`src/rtl/uart_rx_pkg.sv`:
```
// Shared types and constants for the UART receive sequencer.
package uart_rx_pkg;

  typedef enum logic [2:0] {
    IDLE   = 3'd0,
    START  = 3'd1,
    DATA   = 3'd2,
    PARITY = 3'd3,
    STOP   = 3'd4
  } rx_state_e;

  localparam int OVS8  = 8;
  localparam int OVS16 = 16;

  localparam logic PAR_EVEN = 1'b0;
  localparam logic PAR_ODD  = 1'b1;

  // Terminal sample index for a full bit period.
  function automatic logic [3:0] last_sample(input logic ovs16);
    return ovs16 ? 4'(OVS16 - 1) : 4'(OVS8 - 1);
  endfunction

  // Terminal sample index for the start bit, which lands on its middle.
  function automatic logic [3:0] half_sample(input logic ovs16);
    return ovs16 ? 4'(OVS16 / 2 - 1) : 4'(OVS8 / 2 - 1);
  endfunction

endpackage

```
`src/rtl/uart_sync_edge.sv`:
```
// Two-flop synchroniser for the serial line and rising-edge tick from the oversample clock.
module uart_sync_edge (
  input  logic clk,
  input  logic rst_n,
  input  logic baud,
  input  logic rx_in,
  output logic rx,
  output logic tick
);

  logic rx_meta;
  logic baud_q;

  // Line idles high, so the synchroniser presets to 1 to avoid a false start.
  always_ff @(posedge clk or negedge rst_n) begin
    if (!rst_n) begin
      rx_meta <= 1'b1;
      rx      <= 1'b1;
      baud_q  <= 1'b0;
    end else begin
      rx_meta <= rx_in;
      rx      <= rx_meta;
      baud_q  <= baud;
    end
  end

  assign tick = baud & ~baud_q;

endmodule

```
`src/rtl/uart_rx_ctrl.sv`:
```
// UART receive sequencer: start validation, mid-bit sampling, parity/stop checks, result strobe.
module uart_rx_ctrl
  import uart_rx_pkg::*;
#(
  parameter int DATA_BITS = 8
) (
  input  logic                 Clock,
  input  logic                 ResetN,
  input  logic                 BaudOut,
  input  logic                 OverSel,
  input  logic                 ParityEn,
  input  logic                 ParityType,
  input  logic                 RxIn,
  output logic [DATA_BITS-1:0] RxData,
  output logic                 RxDone,
  output logic                 ParityError,
  output logic                 FrameError,
  output logic                 Busy
);

  rx_state_e state, state_nxt;

  logic                 rx, tick;
  logic [3:0]           sample_cnt, bit_cnt;
  logic [DATA_BITS-1:0] shreg;
  logic                 cfg_ovs, cfg_pen, cfg_ptype;
  logic                 par_err, stop_rx, fin;
  logic                 start_frame, cnt_clr, cnt_inc, shift_en, par_cap, stop_cap;
  logic [3:0]           last, half;

  uart_sync_edge u_sync (
    .clk   (Clock),
    .rst_n (ResetN),
    .baud  (BaudOut),
    .rx_in (RxIn),
    .rx    (rx),
    .tick  (tick)
  );

  assign last = last_sample(cfg_ovs);
  assign half = half_sample(cfg_ovs);
  assign Busy = (state != IDLE);

  always_ff @(posedge Clock or negedge ResetN) begin
    if (!ResetN) state <= IDLE;
    else         state <= state_nxt;
  end

  always_comb begin
    state_nxt   = state;
    start_frame = 1'b0;
    cnt_clr     = 1'b0;
    cnt_inc     = 1'b0;
    shift_en    = 1'b0;
    par_cap     = 1'b0;
    stop_cap    = 1'b0;
    if (tick) begin
      case (state)
        IDLE: if (!rx) begin
          state_nxt   = START;
          start_frame = 1'b1;
          cnt_clr     = 1'b1;
        end
        START: if (sample_cnt == half) begin
          cnt_clr   = 1'b1;
          state_nxt = rx ? IDLE : DATA;
        end else cnt_inc = 1'b1;
        DATA: if (sample_cnt == last) begin
          cnt_clr  = 1'b1;
          shift_en = 1'b1;
          if (bit_cnt == 4'(DATA_BITS - 1)) state_nxt = cfg_pen ? PARITY : STOP;
        end else cnt_inc = 1'b1;
        PARITY: if (sample_cnt == last) begin
          cnt_clr   = 1'b1;
          par_cap   = 1'b1;
          state_nxt = STOP;
        end else cnt_inc = 1'b1;
        STOP: if (sample_cnt == last) begin
          cnt_clr   = 1'b1;
          stop_cap  = 1'b1;
          state_nxt = IDLE;
        end else cnt_inc = 1'b1;
        default: state_nxt = IDLE;
      endcase
    end
  end

  // Counters, shift register and latched frame configuration.
  always_ff @(posedge Clock or negedge ResetN) begin
    if (!ResetN) begin
      sample_cnt <= '0;
      bit_cnt    <= '0;
      shreg      <= '0;
      cfg_ovs    <= 1'b0;
      cfg_pen    <= 1'b0;
      cfg_ptype  <= PAR_EVEN;
      par_err    <= 1'b0;
      stop_rx    <= 1'b1;
      fin        <= 1'b0;
    end else begin
      if (cnt_clr)      sample_cnt <= '0;
      else if (cnt_inc) sample_cnt <= sample_cnt + 4'd1;
      if (start_frame) begin
        cfg_ovs   <= OverSel;
        cfg_pen   <= ParityEn;
        cfg_ptype <= ParityType;
        bit_cnt   <= '0;
        par_err   <= 1'b0;
      end
      if (shift_en) begin
        shreg   <= {rx, shreg[DATA_BITS-1:1]};
        bit_cnt <= bit_cnt + 4'd1;
      end
      if (par_cap) par_err <= (^shreg) ^ rx ^ cfg_ptype;
      if (stop_cap) stop_rx <= rx;
      fin <= stop_cap;
    end
  end

  // Results publish together one cycle after the stop sample and hold until the next frame.
  always_ff @(posedge Clock or negedge ResetN) begin
    if (!ResetN) begin
      RxData      <= '0;
      RxDone      <= 1'b0;
      ParityError <= 1'b0;
      FrameError  <= 1'b0;
    end else begin
      RxDone <= fin;
      if (fin) begin
        RxData      <= shreg;
        ParityError <= par_err & cfg_pen;
        FrameError  <= ~stop_rx;
      end
    end
  end

endmodule

```
`config.mk`:
```
export PLATFORM = sky130hd
export DESIGN_NAME = uart_rx_ctrl
export DESIGN_NICKNAME = d
export VERILOG_FILES = /design/src/rtl/uart_rx_pkg.sv /design/src/rtl/uart_sync_edge.sv /design/src/rtl/uart_rx_ctrl.sv
export SDC_FILE = /design/constraint.sdc
export NUM_CORES = 1
export LEC_CHECK = 0
export ABC_CLOCK_PERIOD_IN_PS = 2100
export CELL_PAD_IN_SITES_DETAIL_PLACEMENT = 1
export CELL_PAD_IN_SITES_GLOBAL_PLACEMENT = 1
export CORE_MARGIN = 5
export CORE_UTILIZATION = 45
export CTS_CLUSTER_SIZE = 40
export DETAILED_ROUTE_END_ITERATION = 7
export DONT_BUFFER_PORTS = 1
export PLACE_DENSITY = 0.81
export SYNTH_ARGS = -nofsm -noshare
export SYNTH_HDL_FRONTEND = slang
export SYNTH_SLANG_ARGS = --single-unit
```
`constraint.sdc`:
```
create_clock -name Clock -period 2.1 [get_ports Clock]
set_clock_uncertainty 0.1 [all_clocks]
set_input_delay 0.42 -clock Clock [delete_from_list [all_inputs] [get_ports Clock]]
set_output_delay 0.42 -clock Clock [all_outputs]
set_load 0.02 [all_outputs]
```
* Yosys cells after proc, flatten, opt, wreduce, memory -nomap -nowiden *
Cells that the tools add are included.

operators by class
  add/sub/neg operators = 2
  equality and inequality tests = 13
  multiplexer cells = 34
  bitwise gates (word level) = 6
  reductions and logical operators = 8

operator list
  kind                 number
  $mux 3               8
  $mux 4               5
  $mux 1               17
  $pmux 3 s5           1
  $ne 2x2->1 const B   6
  $add 4x1->4 const B  2
  $reduce_xor 8->1     1
  $reduce_and 7->1     1
  $eq 3x2->1 const B   2
  $reduce_bool 2->1    3
  $eq 4x3->1           1
  $eq 4x3->1 const B   1
  $eq 4x4->1           1
  $eq 3x1->1 const B   1
  $eq 3x3->1 const B   1
  $logic_not 3->1      1
  $pmux 1 s3           1
  $reduce_bool 3->1    1
  $reduce_or 3->1      1
  $and 1x1->1          2
  $mux 2               1
  $not 1->1            2
  $pmux 1 s2           1
  $xor 1x1->1          2

word-level totals
  register bits after elaboration = 39

* Longest topological paths before layout *
Gate-level depths: netlist of the first run.

  word-level depth = 7
  mapped depth = 6
  depth with buffers taken out = 6

* Hierarchy *
From an unflattened synthesis of the first run, not the netlist that was laid out.

unflattened totals
  cell total of the unflattened synthesis = 149
  area, all modules = 1790.5 µm²

modules (own cells, without submodules)
  module          times used  cells each  area an instance (µm²)
  uart_rx_ctrl    1           145         1699.1
  uart_sync_edge  1           4           91.3

* Worst setup path after synthesis of the first run *
Ideal clock, no wire load.

  path type = flip-flop to flip-flop
  start point = reg sample_cnt[0]
  end point = reg shreg[2]
  data arrival time = 1.649 ns
  data required time = 1.875 ns
  setup slack = 0.227 ns
  cell stages (with the launch flop) = 6
  clock period less this slack = 1.873 ns
  cell sequence = dfrtp_1 -> ha_1 -> nand2_1 -> nor4b_4 -> buf_4 -> mux2_2

on the way
  longest elaborated chain between the ends = 4

RTL lines
  element                 line                 source
  start, declared         uart_rx_ctrl.sv:24   logic [3:0] sample_cnt, bit_cnt;
  start signal, assigned  uart_rx_ctrl.sv:102  else if (cnt_inc) sample_cnt <= sample_cnt + 4'd1;
  $eq 4x4->1              uart_rx_ctrl.sv:68   DATA: if (sample_cnt == last) begin
  $mux 1                  uart_rx_ctrl.sv:68
  $mux 1                  uart_rx_ctrl.sv:58   case (state)
  $mux 1                  uart_rx_ctrl.sv:57   if (tick) begin
  end signal, assigned    uart_rx_ctrl.sv:111  shreg <= {rx, shreg[DATA_BITS-1:1]};
  end, declared           uart_rx_ctrl.sv:25   logic [DATA_BITS-1:0] shreg;

Every way passes these cells.
A chain may end at the register's enable or synchronous reset.

* Worst setup path in the final report of the first run *
  start point = reg state[0]
  end point = reg bit_cnt[3]

on the way
  longest elaborated chain between the ends = 4

RTL lines
  element                                        line                 source
  start, declared                                uart_rx_ctrl.sv:21   rx_state_e state, state_nxt;
  start signal, assigned                         uart_rx_ctrl.sv:46   else state <= state_nxt;
  $eq 3x2->1 or $logic_not 3->1 (tied branches)  uart_rx_ctrl.sv:58
  $mux 1                                         uart_rx_ctrl.sv:58
  $mux 1                                         uart_rx_ctrl.sv:57
  $mux 4 or $reduce_bool 2->1 (tied branches)    -
  end signal, assigned                           uart_rx_ctrl.sv:112  bit_cnt <= bit_cnt + 4'd1;
  end, declared                                  uart_rx_ctrl.sv:24

Parallel ways exist; a longest one is shown, timed or not.

==> results.yml, run 1 <==
synth:
  netlist_top_cells_area: "dfrtp_1 50%, mux2_2 11%, xnor2_1 5.8%"
  synth_edf_count: 0
  synth_cells: 154
  synth_area_um2: 1810
  yosysTopAreaCellShare: 0.497
  synthTopCellsByCount: "36 x dfrtp_1, 18 x mux2_2, 17 x nand2_1"
  ys_seq_area_frac: 0.541
  synthMostInstantiatedCell: "dfrtp_1"
  ys_ff_latch: 39
  ys_types: 38
  syn_avg_cell_area_um2: 11.8
  synth_warnings: 0
  synth-main-ff-cell: "dfrtp_1"
  syn_nets: 163
  yosysTopAreaCell: "dfrtp_1"
  synthArstFlopShare: 1.00
power_and_ir_drop:
  p_total_mw: 2.11
  p_per_area_nw_per_um2: 1030
  vdd_ir_drop_max_uv: 480
  leakage_nw: 0.912
route:
  dr.pass1.iters: 4
  drt_first_iter_violations: 51
  vias: 1175
  detail-route-antenna-nets: 0
  wl_per_cell_um: 17.5
  wl_mm: 3.73
  vias_per_cell: 5.52
  drc: 0
clocking:
  cts_sinks: 39
  h-tree-depth: 2
  clk_latency_ns: 0.29
  clk_pin_slew_ns: 0.08
  cts-root-buf: "clkbuf_8"
  post-cts-setup-buffer-count: 0
  numCtsBuffers: 5
  cts_buffer_depth: 2
  cts_tree: "done"
sta:
  setup_viol: 0
  hold_violations: 0
  max_freq_ghz: 0.507
  max_slew_margin: 0.625
  fin_crit_ns: 1.97
  fin_setup_tns_ns: 0
  max_slew.worst_pin.slew_ns: 0.561
  finalMaxSlewViolations: 0
  fin_crit_sh: 0.939
  rsz0062_at_grt: "false"
floorplan:
  rows: 23
  io_pins: 19
  dieArea_um2: 5390
  die_x_um: 73.5
  start_util: 0.460
  core_um2: 3940
  die_h_um: 73.5
global_routing:
  grt_pass1_vias: 1284
  overflow: 0
  track_usage: 0.161
  grt_pass1_wl_mm: 6.58
  antenna_found_initial: 0
  grt_max_degree: 40
cells_and_area:
  syn_to_final_growth_pct: 12.6
  final_core_util: 0.517
  final_nets: 171
  stdcell_count: 213
  diodes: 0
  drive_gt1_frac: 0.276
  final_area_um2: 2040
critical_path:
  worst-setup-path-type: "reg -> reg"
  worst_setup_path_end_kind: "flip-flop"
  crit_path_start_kind: "flip-flop"
  reg2reg_slack_ns: 0.13
  arrival_ns: 2.05
  cp_max_fo: 10
  required_ns: 2.17
place:
  place.gp.congestion: 0.841
  placed_area_um2: 1860
  port_buffers: 0
  dpl.cell_count: 202
  hpwl_mm: 2.69
run:
  drv_cap: 0
run_status:
  status: "finished, final reports clean"
min_path:
  hp-class: "in -> reg"
kinds of logic after synthesis:
group / count (synthesis) / synth area share
flip-flops: 39 / 0.541
buffers and inverters: 8 / 0.0235
AND/OR/NAND/NOR: 47 / 0.150
multiplexers: 21 / 0.128
XOR/XNOR: 14 / 0.0677
adder cells (fa/ha/maj): 2 / 0.0138
AO/OA/AOI/OAI: 23 / 0.0760
final cells by class:
type / instances / area, µm²
Sequential cell: 39 / 980
Inverter: 4 / 15.0
Timing Repair Buffer: 5 / 55.1
Fill cell: 405 / 1900
Clock inverter: 3 / 43.8
Clock buffer: 5 / 68.8
Tap cell: 50 / 62.6
Multi-Input combinational cell: 107 / 815
power by group:
part           switching [mW]  internal, mW  total (mW)
registers               0.125         0.833       0.959
logic                   0.308         0.214       0.522
clock network           0.272         0.354       0.625
registers in the layout, summed over array words and instances (netlist names):
register / count
RxData: 8
shreg: 8
bit_cnt: 4
sample_cnt: 4
state: 3
FrameError: 1
ParityError: 1
RxDone: 1
cfg_ovs: 1
cfg_pen: 1
cfg_ptype: 1
fin: 1
par_err: 1
stop_rx: 1
u_sync.baud_q: 1
u_sync.rx: 1
u_sync.rx_meta: 1
layout by cell type, fill, tap and decap left out, drive strengths merged:
cell	count
dfrtp	36
mux2	18
nand2	17
o21ai	13
xnor2	12
nor2	10
clkbuf	5
inv	4
nor2b	3
a21oi	3
mux2i	3
dfstp	3
nor3b	3
nand2b	3
buf	3
xor2	2
nor3	2
a31oi	2
nand3	2
a21o	2
ha	2
dlygate4sd3	2
nand4	2
clkinv	2
and2	1
or4	1
o22ai	1
nor4b	1
or2	1
a22o	1
and3	1
a2111oi	1
bufinv	1
timing repair:
item,in CTS,in global routing
hold buffers,2,1
endpoints found under the setup margin,0,1
hold endpoints to repair,39,1
gates resized for setup,0,6
per-layer routing:
metal  part of all wire  GRT usage  up-vias
met5                  0          0        -
met4              0.021     0.0624        0
met1               0.40      0.195      595
met3              0.060     0.0534        9
met2               0.51      0.263       23
li1                   -          -      548
through the flow:
step	hold slack (ns)	worst slack (ns)
after floorplan	0.0244	0.227
after global placement	0.0256	0.230
after detailed placement	0.0258	0.133
after CTS	0.000175	0.0991
after global routing	0.0321	0.0528
final	0.0548	0.129
worst paths after layout:
kind / depth (start not counted) / to / from
max: 5 / bit_cnt[3] / state[0]
min: 0 / u_sync.baud_q / BaudOut
max reg2reg: 5 / bit_cnt[3] / state[0]
min reg2reg: 0 / u_sync.rx / u_sync.rx_meta
max in group asynchronous: 2 / u_sync.rx / ResetN
min in group asynchronous: 2 / sample_cnt[2] / ResetN
worst max-delay path: stages, from the launching register on:
cell and delay (ns):
dfrtp_1 0.51, or4_4 0.60, nor2_4 0.16, nor2_2 0.07, a21o_1 0.16, a22o_1 0.24
Power figures use the tool's default switching activity.
==> run 2: changes to the inputs <==
Settings changed: ABC_AREA set to 0.
==> results of run 2 <==
Same layout as run 1: the final DEF is identical, and so are final timing and power.
==> run 3: changes to the inputs <==
Settings changed: ABC_CLOCK_PERIOD_IN_PS 2100 to 2480.
Clock period 2.1 ns to 2.48 ns, I/O delays scaled along.
==> results.yml, run 3 (synthesis results as in run 1) <==
run_status:
  status: "finished, final reports clean"
cells_and_area:
  final_area_um2: 1970
  diodes: 0
  layout_commonest_cell: "dfrtp_1"
  mostFrequentLayoutCells: "36 x dfrtp_1, 18 x mux2_2, 17 x nand2_1, 12 x xnor2_1, 11 x o21ai_0"
  final_nets: 169
  drive_gt1_frac: 0.242
  biggestRegsByFlops: "RxData x8, shreg x8"
  final_core_util: 0.500
  syn_to_final_growth_pct: 8.70
floorplan:
  start_util: 0.460
  rows: 23
  io_pins: 19
  die_h_um: 73.5
  die_x_um: 73.5
  core_um2: 3940
  dieArea_um2: 5390
critical_path:
  cp_cell_sequence: "ha_1 > nand2_1 > nor4b_4 > buf_4 > nor2_2 > a21o_1 > a22o_1"
  required_ns: 2.56
  r2r-end: "bit_cnt[3]"
  r2r_start: "sample_cnt[1]"
  cp_max_fo: 16
  reg2reg_slack_ns: 0.52
  slowest_delay_ns: 0.39
  rr_worst_depth: 7
  crit_path_start_kind: "flip-flop"
  arrival_ns: 2.04
  worst-setup-path-type: "reg -> reg"
  slowest_stage: "dfrtp_1"
  worst_setup_path_end_kind: "flip-flop"
global_routing:
  track_usage: 0.151
  met2_usage: 0.239
  met3_usage: 0.0465
  grt_max_degree: 40
  use_met1: 0.188
  top_usage_layer: "met2"
  grt_pass1_vias: 1243
  overflow: 0
  antenna_found_initial: 0
  grt_pass1_wl_mm: 6.08
place:
  hpwl_mm: 2.62
  port_buffers: 0
  placed_area_um2: 1850
  place.gp.congestion: 0.830
min_path:
  hold-path-endpoint: "u_sync.rx_meta"
  hp-class: "in -> reg"
  whs_path_depth: 0
  hold_path_startpoint: "RxIn"
route:
  drt_first_iter_violations: 38
  dr.pass1.iters: 2
  vias: 1136
  drc: 0
  detail-route-antenna-nets: 0
  wl_per_cell_um: 17.1
  wl_mm: 3.61
  vias_per_cell: 5.38
power_and_ir_drop:
  p_sw_frac: 0.351
  vdd_ir_drop_max_uv: 421
  power_switching_uw: 572
  p_seq_frac: 0.492
  leakage_nw: 0.879
  pwr-share-comb: 0.249
  clock_power_share: 0.259
  p_per_area_nw_per_um2: 828
  p_int_mw: 1.06
sta:
  hold_violations: 0
  setup_viol: 0
  rsz0062_at_grt: "false"
  fin_setup_tns_ns: 0
  fin_crit_ns: 1.96
  hold_slack_ns: 0.0954
  max_freq_ghz: 0.511
  finalMaxSlewViolations: 0
  fin_crit_sh: 0.789
  max_slew_margin: 0.667
  max_slew.worst_pin.slew_ns: 0.499
run:
  drv_cap: 0
clocking:
  cts_buffer_depth: 2
  h-tree-depth: 2
  ctsResizeCount: 0
  cts_sinks: 39
  numCtsBuffers: 5
  clk_pin_slew_ns: 0.08
  clk_latency_ns: 0.29
  cts-root-buf: "clkbuf_8"
  cts_tree: "done"
[run 3: area by class of cell]
| class | count | area (µm²) |
|---|---|---|
| Fill cell | 410 | 1970 |
| Multi-Input combinational cell | 107 | 790 |
| Inverter | 4 | 15.0 |
| Timing Repair Buffer | 3 | 37.5 |
| Tap cell | 50 | 62.6 |
| Sequential cell | 39 | 980 |
| Clock buffer | 6 | 72.6 |
| Clock inverter | 2 | 12.5 |
[run 3: timing repair]
action | in CTS | in global routing
hold endpoints to repair | 39 | 0
hold buffers | 2 | 0
buffers inserted | 0 | 0
[run 3: critical path, delay by kind of cell (launching register included)]
family	cells	cell delay (ns)
buffers and inverters	1	0.25
and+or+nand+nor	3	0.51
DFF	1	0.39
AOI/OAI and AO/OA	2	0.38
adders and majority gates	1	0.21
[run 3: worst max-delay path by stage]
stage,end,slack [ns],start
floorplan,shreg[2],0.61,sample_cnt[0]
global placement,bit_cnt[3],0.61,state[0]
detailed placement,bit_cnt[3],0.53,sample_cnt[0]
CTS,bit_cnt[3],0.51,sample_cnt[1]
global route,sample_cnt[1],0.38,state[0]
finish,bit_cnt[3],0.52,sample_cnt[1]
[run 3: metrics by stage]
stage / power, mW / setup slack, ns / cells
CTS: 1.65 / 0.506 / 211
global route: 1.72 / 0.381 / 211
finish: 1.63 / 0.524 / 211
detailed placement: 1.20 / 0.530 / 201
floorplan: 1.12 / 0.607 / 154
global placement: 1.16 / 0.610 / 201
[run 3: power groups by stage]
stage          clock, mW  sequential (mW)  combinational [mW]
3_3_place_gp           0            0.802               0.360
5_1_grt            0.466            0.812               0.446
2_1_floorplan          0            0.763               0.357
4_1_cts            0.436            0.802               0.409
6_report           0.423            0.803               0.406
3_5_place_dp           0            0.815               0.386
[run 3: routing by layer]
metal / routed length [µm] / vias to the layer above
met2: 1780 / 18
li1: - / 545
met3: 160 / 5
met5: 0 / -
met1: 1600 / 568
met4: 62 / 0
